`src/rtl/ram_stream_reader_pkg.sv`:
```
// Shared state encoding and default widths for the RAM16K stream reader.
package ram_stream_reader_pkg;

   localparam int DEF_ADDR_W = 14;
   localparam int DEF_DATA_W = 16;

   typedef enum logic [1:0] {
      S_IDLE  = 2'd0,
      S_FETCH = 2'd1,
      S_SEND  = 2'd2,
      S_DONE  = 2'd3
   } state_t;

endpackage

```
`src/rtl/ram_stream_reader_rd_addr_counter.sv`:
```
// Loadable wrap-around word address plus remaining-length down-counter.
// Load and step take effect on the next edge; o_last flags one word left.
module rd_addr_counter #(
   parameter int ADDR_W = 14,
   parameter int LEN_W  = ADDR_W + 1
) (
   input  logic              i_clk,
   input  logic              i_reset,
   input  logic              i_load,
   input  logic [ADDR_W-1:0] i_base,
   input  logic [LEN_W-1:0]  i_len,
   input  logic              i_step,
   output logic [ADDR_W-1:0] o_addr,
   output logic              o_last
);

   logic [ADDR_W-1:0] r_addr;
   logic [LEN_W-1:0]  r_rem;

   // Address wraps naturally at 2^ADDR_W.
   always_ff @(posedge i_clk or posedge i_reset) begin
      if (i_reset) begin
         r_addr <= '0;
         r_rem  <= '0;
      end else if (i_load) begin
         r_addr <= i_base;
         r_rem  <= i_len;
      end else if (i_step) begin
         r_addr <= r_addr + ADDR_W'(1);
         r_rem  <= r_rem - LEN_W'(1);
      end
   end

   assign o_addr = r_addr;
   assign o_last = (r_rem == LEN_W'(1));

endmodule

```
`src/rtl/ram_stream_reader.sv`:
```
// Walks a RAM16K address range and streams words out on valid/ready, one word per 2 cycles peak.
// Optional running checksum output enabled by RAM_RD_CHECKSUM_EN.
module ram_stream_reader
   import ram_stream_reader_pkg::*;
#(
   parameter int ADDR_W = DEF_ADDR_W,
   parameter int DATA_W = DEF_DATA_W,
   parameter int LEN_W  = ADDR_W + 1
) (
   input  logic              i_clk,
   input  logic              i_reset,
   input  logic              i_start,
   input  logic [ADDR_W-1:0] i_base,
   input  logic [LEN_W-1:0]  i_len,
   output logic              o_busy,
   output logic              o_done,
   output logic [ADDR_W-1:0] o_mem_address,
   output logic [DATA_W-1:0] o_mem_in,
   output logic              o_mem_load,
   input  logic [DATA_W-1:0] i_mem_out,
   output logic              o_out_valid,
   input  logic              i_out_ready,
   output logic [DATA_W-1:0] o_out_data,
   output logic              o_out_last
`ifdef RAM_RD_CHECKSUM_EN
   ,
   output logic [DATA_W-1:0] o_checksum
`endif
);

   state_t            r_state;
   state_t            w_next;
   logic [DATA_W-1:0] r_data;
   logic              w_accept;
   logic              w_load;
   logic              w_step;
   logic              w_last;
   logic [ADDR_W-1:0] w_addr;

   assign w_accept = (r_state == S_IDLE) && i_start;
   assign w_load   = w_accept && (i_len != '0);
   assign w_step   = (r_state == S_SEND) && i_out_ready;

   rd_addr_counter #(
      .ADDR_W (ADDR_W),
      .LEN_W  (LEN_W)
   ) u_cnt (
      .i_clk   (i_clk),
      .i_reset (i_reset),
      .i_load  (w_load),
      .i_base  (i_base),
      .i_len   (i_len),
      .i_step  (w_step),
      .o_addr  (w_addr),
      .o_last  (w_last)
   );

   always_ff @(posedge i_clk or posedge i_reset) begin
      if (i_reset) begin
         r_state <= S_IDLE;
      end else begin
         r_state <= w_next;
      end
   end

   always_comb begin
      w_next = r_state;
      case (r_state)
         S_IDLE: begin
            if (i_start) begin
               w_next = (i_len == '0) ? S_DONE : S_FETCH;
            end
         end
         S_FETCH: w_next = S_SEND;
         S_SEND: begin
            if (i_out_ready) begin
               w_next = w_last ? S_DONE : S_FETCH;
            end
         end
         S_DONE:  w_next = S_IDLE;
         default: w_next = S_IDLE;
      endcase
   end

   // RAM output is combinational on the address, so it is sampled at the end of FETCH.
   always_ff @(posedge i_clk or posedge i_reset) begin
      if (i_reset) begin
         r_data <= '0;
      end else if (r_state == S_FETCH) begin
         r_data <= i_mem_out;
      end
   end

`ifdef RAM_RD_CHECKSUM_EN
   logic [DATA_W-1:0] r_checksum;

   always_ff @(posedge i_clk or posedge i_reset) begin
      if (i_reset) begin
         r_checksum <= '0;
      end else if (w_accept) begin
         r_checksum <= '0;
      end else if (w_step) begin
         r_checksum <= r_checksum + r_data;
      end
   end

   assign o_checksum = r_checksum;
`endif

   assign o_busy        = (r_state == S_FETCH) || (r_state == S_SEND);
   assign o_done        = (r_state == S_DONE);
   assign o_mem_address = w_addr;
   assign o_mem_in      = '0;
   assign o_mem_load    = 1'b0;
   assign o_out_valid   = (r_state == S_SEND);
   assign o_out_data    = r_data;
   assign o_out_last    = (r_state == S_SEND) && w_last;

endmodule

```
`config.mk`:
```
export PLATFORM = sky130hd
export DESIGN_NAME = ram_stream_reader
export DESIGN_NICKNAME = d
export VERILOG_FILES = /design/src/rtl/ram_stream_reader_pkg.sv /design/src/rtl/ram_stream_reader_rd_addr_counter.sv /design/src/rtl/ram_stream_reader.sv
export SDC_FILE = /design/constraint.sdc
export NUM_CORES = 1
export LEC_CHECK = 0
export BUFFER_PORTS_ARGS = -buffer_cell sky130_fd_sc_hd__buf_2
export CORE_MARGIN = 3
export CORE_UTILIZATION = 35
export DETAILED_ROUTE_END_ITERATION = 16
export PLACE_DENSITY = 0.59
export RECOVER_POWER = 50
export SLEW_MARGIN = 15
export SYNTH_ARGS = -nofsm -noshare
export SYNTH_HDL_FRONTEND = slang
export SYNTH_SLANG_ARGS = --single-unit
```
`constraint.sdc`:
```
create_clock -name i_clk -period 3.3 [get_ports i_clk]
set_input_delay 0.33 -clock i_clk [delete_from_list [all_inputs] [get_ports i_clk]]
set_output_delay 0.33 -clock i_clk [all_outputs]
set_load 0.01 [all_outputs]
```
==> results of run 1 <==
synthesized netlist by cell type (all sizes together) (7+ instances only):
master | n | area, um^2
dfrtp | 47 | 1176
nand2 | 34 | 130.1
o21ai | 27 | 135.1
buf | 22 | 152.6
mux2 | 19 | 214.0
xnor2 | 15 | 131.4
nor3 | 12 | 65.06
xor2 | 11 | 96.34
nand4 | 10 | 62.56
nor4 | 9 | 71.32
ha | 8 | 100.1
inv | 8 | 30.03
nand3 | 7 | 35.03
nor2 | 7 | 26.28
layout by cell type, fill, tap and decap left out, types with 3 or more instances in the layout:
cell	n
inv_1	8
nand3_1	7
buf_2	65
clkbuf_1	17
dfrtp_1	47
o31a_1	3
mux2_1	19
clkbuf_8	6
conb_1	17
ha_1	8
xor2_1	11
o21ai_1	27
xnor2_1	15
nor2_1	7
nor4_1	8
nand2_1	33
nand4_1	10
nor3_1	11
nor2b_1	3
layer usage:
metal | track usage, % | wire length, um | vias to the layer above
met1 | 17.66 | 2516 | 978
met2 | 22.54 | 2683 | 60
met4 | 4.208 | 49 | 0
met5 | 0 | 0 | -
li1 | - | - | 1031
met3 | 3.249 | 323 | 5
metrics by stage:
stage               utilization, %  setup slack [ps]  hold slack, ps  instances
floorplan                        -              1429           452.5        276
global placement             43.55             920.4           463.4        429
detailed placement           43.55             792.3           469.2        429
CTS                          45.22              1067           221.4        437
global route                 44.92             876.7           229.6        437
finish                       44.92              1097           231.4        437
cell type report:
type                            instances  area [um^2]  share of cell area [%]
Timing Repair Buffer                   83        396.6                   12.58
Clock buffer                            6        82.58                   2.619
Multi-Input combinational cell        195         1313                   41.63
Tap cell                               96        120.1                   3.810
Clock inverter                          2        35.03                   1.111
Inverter                                8        30.03                  0.9524
Sequential cell                        47         1176                   37.30
how the worst max path moves through the flow:
stage	end	start	slack [ps]	cells past startpoint
3_3_place_gp	u_cnt.o_addr[9]	i_len[0]	920	6
2_1_floorplan	u_cnt.o_addr[12]	r_state[0]	1430	7
4_1_cts	u_cnt.o_addr[0]	r_state[0]	1070	7
5_1_grt	u_cnt.o_addr[0]	r_state[1]	880	7
3_5_place_dp	u_cnt.o_addr[6]	i_len[3]	790	6
6_report	u_cnt.o_addr[13]	r_state[0]	1100	6
state kept, by name (all words and copies together) (netlist names):
| name | count |
|---|---|
| u_cnt.o_addr | 14 |
| r_state | 2 |
| o_out_data | 16 |
| u_cnt.r_rem | 15 |
where the power goes:
| part | leakage [nW] | internal [W] | switching, W |
|---|---|---|---|
| Combinational | 0.729 | 0.000525 | 0.000612 |
| Sequential | 0.568 | 0.000863 | 0.000282 |
| Clock | 0.0612 | 0.000245 | 0.000195 |
| Total | 1.36 | 0.00163 | 0.00109 |
critical path, stage by stage, from the launching register on:
cell     delay (ps)
dfrtp_1         410
inv_1           130
ha_1            390
nand4_1         270
nor4_1          490
xor2_1          110
mux2_1          300
cell families (layout without fill, tap and decap cells):
logic type               after synthesis  after routing  synth area share, %
AO/OA/AOI/OAI                         35             35                8.230
XOR/XNOR                              26             26                8.708
adder cells (fa/ha/maj)                8              8                3.828
buffers and inverters                 34             99                7.559
flip-flops                            47             47                44.98
multiplexers                          20             20                8.565
other                                  1             17               0.1434
AND/OR/NAND/NOR                       89             89                17.99
==> impl_metrics.csv, run 1 <==
group,metric,value,unit
clock_tree,ctsRootBufferMaster,"clkbuf_8",
power,vdd_drop_max,0.3760,mV
setup_path,r2r_start,"r_state[0]",
run_status,violations,"capacitance limit, slew limit",
placed_design,gp_congestion,0.8214,
setup_path,path_class,"reg2reg",
global_route,antenna_found_initial,0,
setup_path,cp_data_arrival_time,2390,ps
run,drv_cap,1,
clock_tree,numClockSinks,47,
clock_tree,ctsHoldBuffers,0,
worst_hold_path,whs_path_depth,3,
floorplanning,initial_core_util,37.25,%
routing,drt_iter0_markers,75,
routing,ant_nets,0,
sta,finalClockSkew,8.476,ps
sta,drv_slew,48,
clock_tree,worstSkewPairLatency,300,ps
run_status,status,"finished, violations left",
synth,ys.flop_type,"dfrtp_1",
clock_tree,clk_pin_slew,90,ps
sta,finalCriticalPeriod,2203,ps
routing,drt-pass1-iter-count,4,
routing,drc_errors,0,
sta,hold_violations,0,
placed_design,io_buffers,82,
layout,fillers,716,
layout,drive_above_1_share,23.46,%
setup_path,crit_required,3490,ps
setup_path,start_kind,"flop",
sta,tightest_slew,1785,ps
routing,drt-total-wl,5.572,mm
setup_path,cp_max_fo,11,
global_route,grt_pass1_vias,2031,
synth,async_flop_share,100.0,%
synth,ys_ff_latch,47,
floorplanning,die_x,92.44,um
clock_tree,cts_setup_buffers,0,
worst_hold_path,hold_end,"u_cnt.o_addr[1]",
synth,seq_area_frac_synth,44.98,%
layout,finish.net_count,397,
synth,syn_area,2615,um^2
worst_hold_path,hold_path.class,"in2reg",
layout,synthToLayoutAreaGrowth,20.57,%
sta,rsz0062_at_grt,"false",
synth,synth_warnings,0,
synth,synth_edf_count,0,
power,p_leak,1.359,nW
routing,vias,2074,
setup_path,end_kind,"flop",
placed_design,hpwl,4.209,mm
setup_path,worstRegToRegCells,6,
global_route,grt-ovfl-total,0,
layout,design_area,3153,um^2
placed_design,place_area,3057,um^2
floorplanning,rows,30,
clock_tree,cts_made_buffers,5,
worst_hold_path,hold_start,"i_base[1]",
sta,slew_headroom,-19.15,%
layout,diodes,0,
sta,setup_viol,0,
floorplanning,coreArea,7019,um^2
routing,vias_per_cell,4.746,
clock_tree,tritoncts,"done",
global_route,grt_usage,13.65,%
sta,max_freq,454.0,MHz
setup_path,r2r_end,"u_cnt.o_addr[13]",
sta,fin_crit_sh,66.75,%
power,power,0.002722,W
clock_tree,ctsResizeCount,0,
routing,wl_per_cell,12.75,um
synth,synthCells,260,
setup_path,reg2reg_slack,1100,ps
synth,netlist-cell-type-count,35,
floorplanning,die_h,92.44,um
floorplanning,die_area,8544,um^2
global_route,grt_pass1_wl,9.473,mm
power,p_per_area,863.3,nW/um^2
synth,syn_avg_cell_area,10.06,um^2
clock_tree,cts-root-to-sink-buffers,2,
sta,tns,0,ps
floorplanning,io_pins,100,
clock_tree,cts_max_level,2,
global_route,grt_max_degree,48,
No activity file was read; power rests on OpenSTA's default activity.
==> inputs of run 2 (changes only) <==
- clock period: 3.3 -> 2.1 ns (I/O delays scaled with it)
==> run 2 against run 1 <==
The flow now finishes without violations. Combinational power grew 63%. Die area is the same. Cell count grew 2.7%. Critical path depth shrank 2. Largest power group is now combinational logic. Design area grew 1.7%. Core utilization grew 0.78 points. Wire length grew 5.7%. Non-clock buffer count grew 12.
==> impl_metrics.csv, run 2 (synthesis gave the netlist of run 1 again) <==
group,metric,value,unit
floorplanning,die_h,92.44,um
sta,slew_headroom,43.96,%
sta,hold_violations,0,
clock_tree,numClockSinks,47,
global_route,grt.met3_usage,3.331,%
global_route,grt_usage,14.11,%
clock_tree,cts-root-to-sink-buffers,2,
setup_path,path_delay_family,"simple AND/OR/NAND/NOR gates",
global_route,grt_busiest_layer,"met2",
global_route,met1_usage,17.18,%
setup_path,critical_path_buf_inv_count,1,
layout,final_common_cell,"buf_2",
power,netSwitchingFraction,41.73,%
layout,largest_reg_flops,16,
sta,drv_slew,0,
setup_path,slowest_stage,"nor4_4",
clock_tree,cts_setup_buffers,0,
placed_design,place_inst,440,
floorplanning,rows,30,
clock_tree,ctsRootBufferMaster,"clkbuf_8",
layout,synthToLayoutAreaGrowth,22.68,%
clock_tree,cts_max_level,2,
layout,final_core_util,45.70,%
clock_tree,tritoncts,"done",
global_route,grt_max_degree,22,
run_status,status,"completed",
floorplanning,coreArea,7019,um^2
setup_path,start_kind,"flop",
clock_tree,cts_made_buffers,5,
floorplanning,io_pins,100,
layout,final_cells,449,
sta,tns,0,ps
power,power,0.004213,W
floorplanning,die_x,92.44,um
global_route,grt-ovfl-total,0,
layout,fillers,719,
routing,vias,2104,
layout,finish.net_count,409,
run,drv_cap,0,
power,vdd_drop_max,0.5749,mV
setup_path,cp-endpoint,"o_out_last",
setup_path,worstRegToRegCells,6,
layout,drive_above_1_share,24.08,%
sta,fin_crit_sh,93.27,%
sta,setup_viol,0,
setup_path,path_class,"reg2out",
global_route,antenna_found_initial,0,
setup_path,max_stage_delay,480,ps
setup_path,r2r_end,"u_cnt.o_addr[13]",
sta,rsz0062_at_grt,"false",
setup_path,cp_max_fo,7,
global_route,grt_pass1_vias,2175,
clock_tree,clk_pin_slew,90,ps
placed_design,gp_congestion,0.8112,
setup_path,worst-path-stages,4,
setup_path,cp_data_arrival_time,1750,ps
setup_path,crit_start,"u_cnt.r_rem[5]",
setup_path,crit_required,1890,ps
floorplanning,initial_core_util,37.25,%
power,internal_power,0.002455,W
sta,finalClockSkew,9.501,ps
layout,diodes,0,
power,p_leak,1.374,nW
power,p_seq_share,42.8,%
routing,wl_per_cell,13.12,um
power,p_per_area,1313,nW/um^2
setup_path,r2r_start,"r_state[0]",
routing,drc_errors,0,
global_route,grt_pass1_wl,9.701,mm
sta,finalCriticalPeriod,1959,ps
placed_design,dp_slack,87.68,ps
routing,drt-pass1-iter-count,6,
routing,vias_per_cell,4.686,
sta,max_freq,510.6,MHz
placed_design,hpwl,4.539,mm
routing,drt_iter0_markers,89,
routing,drt-total-wl,5.892,mm
global_route,met2_usage,24.53,%
layout,mostFrequentLayoutCells,"buf_2, dfrtp_1, nand2_1, o21ai_1, clkbuf_1",
power,switching_power,0.001758,W
floorplanning,die_area,8544,um^2
worst_hold_path,hold_path.class,"in2reg",
setup_path,reg2reg_slack,190,ps
routing,ant_nets,0,
sta,tightest_slew,839.7,ps
power,p_comb_share,44.2,%
setup_path,end_kind,"output port",
sta,worst_slack,141.4,ps
setup_path,crit_chain,"nor4_4, nand2_2, nor3_1, buf_2",
clock_tree,worstSkewPairLatency,300,ps
power,clockPowerShare,13.0,%
placed_design,io_buffers,82,
## run 2: worst min-delay path, cell delays in order
cell and delay [ps]:
buf_2 80, nand2_1 40, o21ai_1 60
## run 2: power by group through the flow
stage | Sequential [W] | Combinational, W | Clock, W
after floorplan | 0.00188 | 0.00119 | 0
after global placement | 0.00180 | 0.00191 | 0
after detailed placement | 0.00181 | 0.00196 | 0
after CTS | 0.00180 | 0.00197 | 0.000575
after global routing | 0.00189 | 0.00211 | 0.000599
final | 0.00180 | 0.00186 | 0.000546
## run 2: layout make-up
type	instances	area, um^2	share of cell area, %
multi-input combinational	195	1321	41.19
sequential	47	1176	36.66
timing repair buffer	95	475.5	14.82
tap	96	120.1	3.744
clock buffer	6	72.57	2.262
inverter	8	30.03	0.9360
clock inverter	2	12.51	0.3900
## run 2: how the worst min path moves through the flow
stage / start / end / cells past startpoint
2_1_floorplan: i_base[0] / u_cnt.o_addr[0] / 2
3_3_place_gp: i_reset / o_out_data[12] / 2
3_5_place_dp: i_reset / u_cnt.o_addr[0] / 2
4_1_cts: i_base[9] / u_cnt.o_addr[9] / 3
5_1_grt: i_mem_out[8] / o_out_data[8] / 2
6_report: i_base[9] / u_cnt.o_addr[9] / 3
## run 2: metal layers
metal | wire length (um) | vias up
met2 | 2838 | 74
met1 | 2596 | 968
met3 | 380 | 8
met4 | 76 | 0
met5 | 0 | -
li1 | - | 1054
## run 2: what timing repair did
action,CTS,global route
endpoints found under the setup margin,0,4
resized for setup,0,2
hold endpoints to repair,19,0
hold buffers,1,0
## run 2: through the flow
| step | cell area (um^2) | hold WS [ps] |
|---|---|---|
| floorplan | 2675 | 332.5 |
| global placement | 3139 | 252.7 |
| detailed placement | 3139 | 258.1 |
| CTS | 3234 | 99.45 |
| global route | 3208 | 114.8 |
| finish | 3208 | 106.1 |
==> inputs of run 3 (changes only) <==
- CORE_UTILIZATION: 35 -> 49
- PLACE_DENSITY: 0.59 -> 0.79
==> run 3 against run 2 <==
Core utilization grew 18 points. Die area shrank 27%. Wire length shrank 4.2%. Largest power group unchanged.
==> impl_metrics.csv, run 3 (synthesis gave the netlist of run 1 again) <==
group,metric,value,unit
placed_design,gp_congestion,0.7675,
clock_tree,cts_made_buffers,5,
clock_tree,worstSkewPairLatency,300,ps
power,netSwitchingFraction,41.66,%
global_route,grt-ovfl-total,0,
global_route,grt_pass1_wl,9.294,mm
clock_tree,ctsRootBufferMaster,"clkbuf_8",
sta,rsz0062_at_grt,"false",
floorplanning,die_h,79.06,um
floorplanning,die_x,79.06,um
setup_path,reg2reg_slack,150,ps
setup_path,worst-path-stages,4,
power,clockPowerShare,12.7,%
layout,synthToLayoutAreaGrowth,20.91,%
setup_path,slowest_stage,"nor4_4",
setup_path,worstRegToRegCells,6,
clock_tree,cts-root-to-sink-buffers,2,
worst_hold_path,whs_path_depth,3,
worst_hold_path,hold_start,"i_base[0]",
routing,drt_iter0_markers,115,
run_status,status,"completed",
sta,finalCriticalPeriod,2026,ps
power,p_seq_share,43.1,%
clock_tree,numClockSinks,47,
setup_path,crit_start,"u_cnt.r_rem[5]",
layout,diodes,0,
routing,drc_errors,0,
routing,wl_per_cell,13.54,um
sta,fin_crit_sh,96.48,%
routing,wl_met3,337,um
setup_path,crit_required,1890,ps
sta,max_freq,493.6,MHz
sta,drv_slew,0,
sta,hold_violations,0,
sta,setup_viol,0,
sta,tns,0,ps
setup_path,cp_data_arrival_time,1820,ps
global_route,antenna_found_initial,0,
layout,mostFrequentLayoutCells,"buf_2, dfrtp_1, nand2_1, o21ai_1, clkbuf_1",
layout,drive_above_1_share,24.57,%
global_route,grt_usage,18.72,%
global_route,grt_max_degree,43,
worst_hold_path,hold_path.class,"in2reg",
placed_design,hpwl,4.413,mm
floorplanning,initial_core_util,52.91,%
sta,finalClockSkew,4.965,ps
power,p_comb_share,44.3,%
setup_path,r2r_start,"r_state[0]",
routing,ant_nets,0,
layout,final_common_cell,"buf_2",
power,vdd_drop_max,0.6586,mV
sta,hold_slack,112.3,ps
layout,largest_reg_flops,16,
layout,fillers,427,
routing,wl_met1,2.339,mm
floorplanning,io_pins,100,
setup_path,critical_path_buf_inv_count,1,
worst_hold_path,hold_end,"u_cnt.o_addr[0]",
power,switching_power,0.001752,W
clock_tree,clk_pin_slew,90,ps
routing,drt-total-wl,5.647,mm
setup_path,r2r_end,"u_cnt.o_addr[12]",
routing,wl_met2,2.858,mm
routing,vias,2160,
power,p_leak,1.378,nW
global_route,grt_pass1_vias,2074,
floorplanning,die_area,6250,um^2
layout,finish.net_count,406,
sta,tightest_slew,838.8,ps
setup_path,crit_chain,"nor4_4, nand2_2, nor3_1, buf_2",
clock_tree,cts_max_level,2,
floorplanning,coreArea,4942,um^2
setup_path,cp_max_fo,7,
placed_design,io_buffers,82,
setup_path,path_delay_family,"simple AND/OR/NAND/NOR gates",
setup_path,path_class,"reg2out",
clock_tree,cts_setup_buffers,0,
floorplanning,rows,25,
setup_path,end_kind,"output port",
power,internal_power,0.002454,W
run,drv_cap,0,
setup_path,start_kind,"flop",
sta,slew_headroom,44.08,%
setup_path,max_stage_delay,480,ps
clock_tree,tritoncts,"done",
routing,vias_per_cell,5.180,
power,p_per_area,1330,nW/um^2
routing,drt-pass1-iter-count,4,
routing,top_layer_used,"met4",
run 3: cell count changes in the layout (fill, tap and decap cells not counted), sizes merged:
cell    change
buf         +3
clkbuf      -6
run 3: worst max-delay path by stage:
stage | to | slack (ps)
2_1_floorplan | u_cnt.o_addr[12] | 230
3_3_place_gp | u_cnt.o_addr[13] | 200
3_5_place_dp | u_cnt.o_addr[12] | 100
4_1_cts | o_out_last | 50
5_1_grt | u_cnt.o_addr[12] | 2
6_report | o_out_last | 70
run 3: per-stage QoR:
stage                     cells  power (W)  utilization (%)  instance area, um^2  worst slack [ps]
after floorplan             276   0.003073                -                 2675             229.3
after global placement      408   0.003662            62.58                 3093             203.7
after detailed placement    408   0.003749            62.58                 3093             96.20
after CTS                   417   0.004282            64.51                 3188             45.38
after global routing        417   0.004535            63.97                 3162             1.673
final                       417   0.004206            63.97                 3162             73.89
run 3: routing by layer:
metal	track usage, %	up-vias
met2	33.84	71
met5	0	-
met1	22.03	1033
met3	3.401	11
met4	6.873	0
li1	-	1045
run 3: timing repair:
item,4_1_cts,5_1_grt
endpoints found under the setup margin,0,3
endpoints found under the hold margin,13,0
hold buffers,1,0
resized for setup,0,1
run 3: area by class of cell:
type | count | area [um^2] | share of cell area [%]
clock buffers | 6 | 72.57 | 2.295
clock inverters | 2 | 12.51 | 0.3957
inverters | 8 | 30.03 | 0.9497
multi-input cells | 195 | 1315 | 41.59
flip-flops and latches | 47 | 1176 | 37.20
well taps | 67 | 83.83 | 2.651
repair buffers | 92 | 471.7 | 14.92
run 3: worst register-to-register path, cell delays in order (launching register included):
cell and delay (ps):
dfrtp_1 410, inv_1 140, ha_2 300, nand4_1 210, nor4_1 400, xor2_1 100
mux2_1 280
run 3: power by group through the flow:
stage / sequential (W) / clock, W / combinational [W]
final: 0.00181 / 0.000533 / 0.00186
after global routing: 0.00188 / 0.000572 / 0.00208
after CTS: 0.00180 / 0.000540 / 0.00194
after detailed placement: 0.00181 / 0 / 0.00194
after global placement: 0.00179 / 0 / 0.00187
after floorplan: 0.00188 / 0 / 0.00119
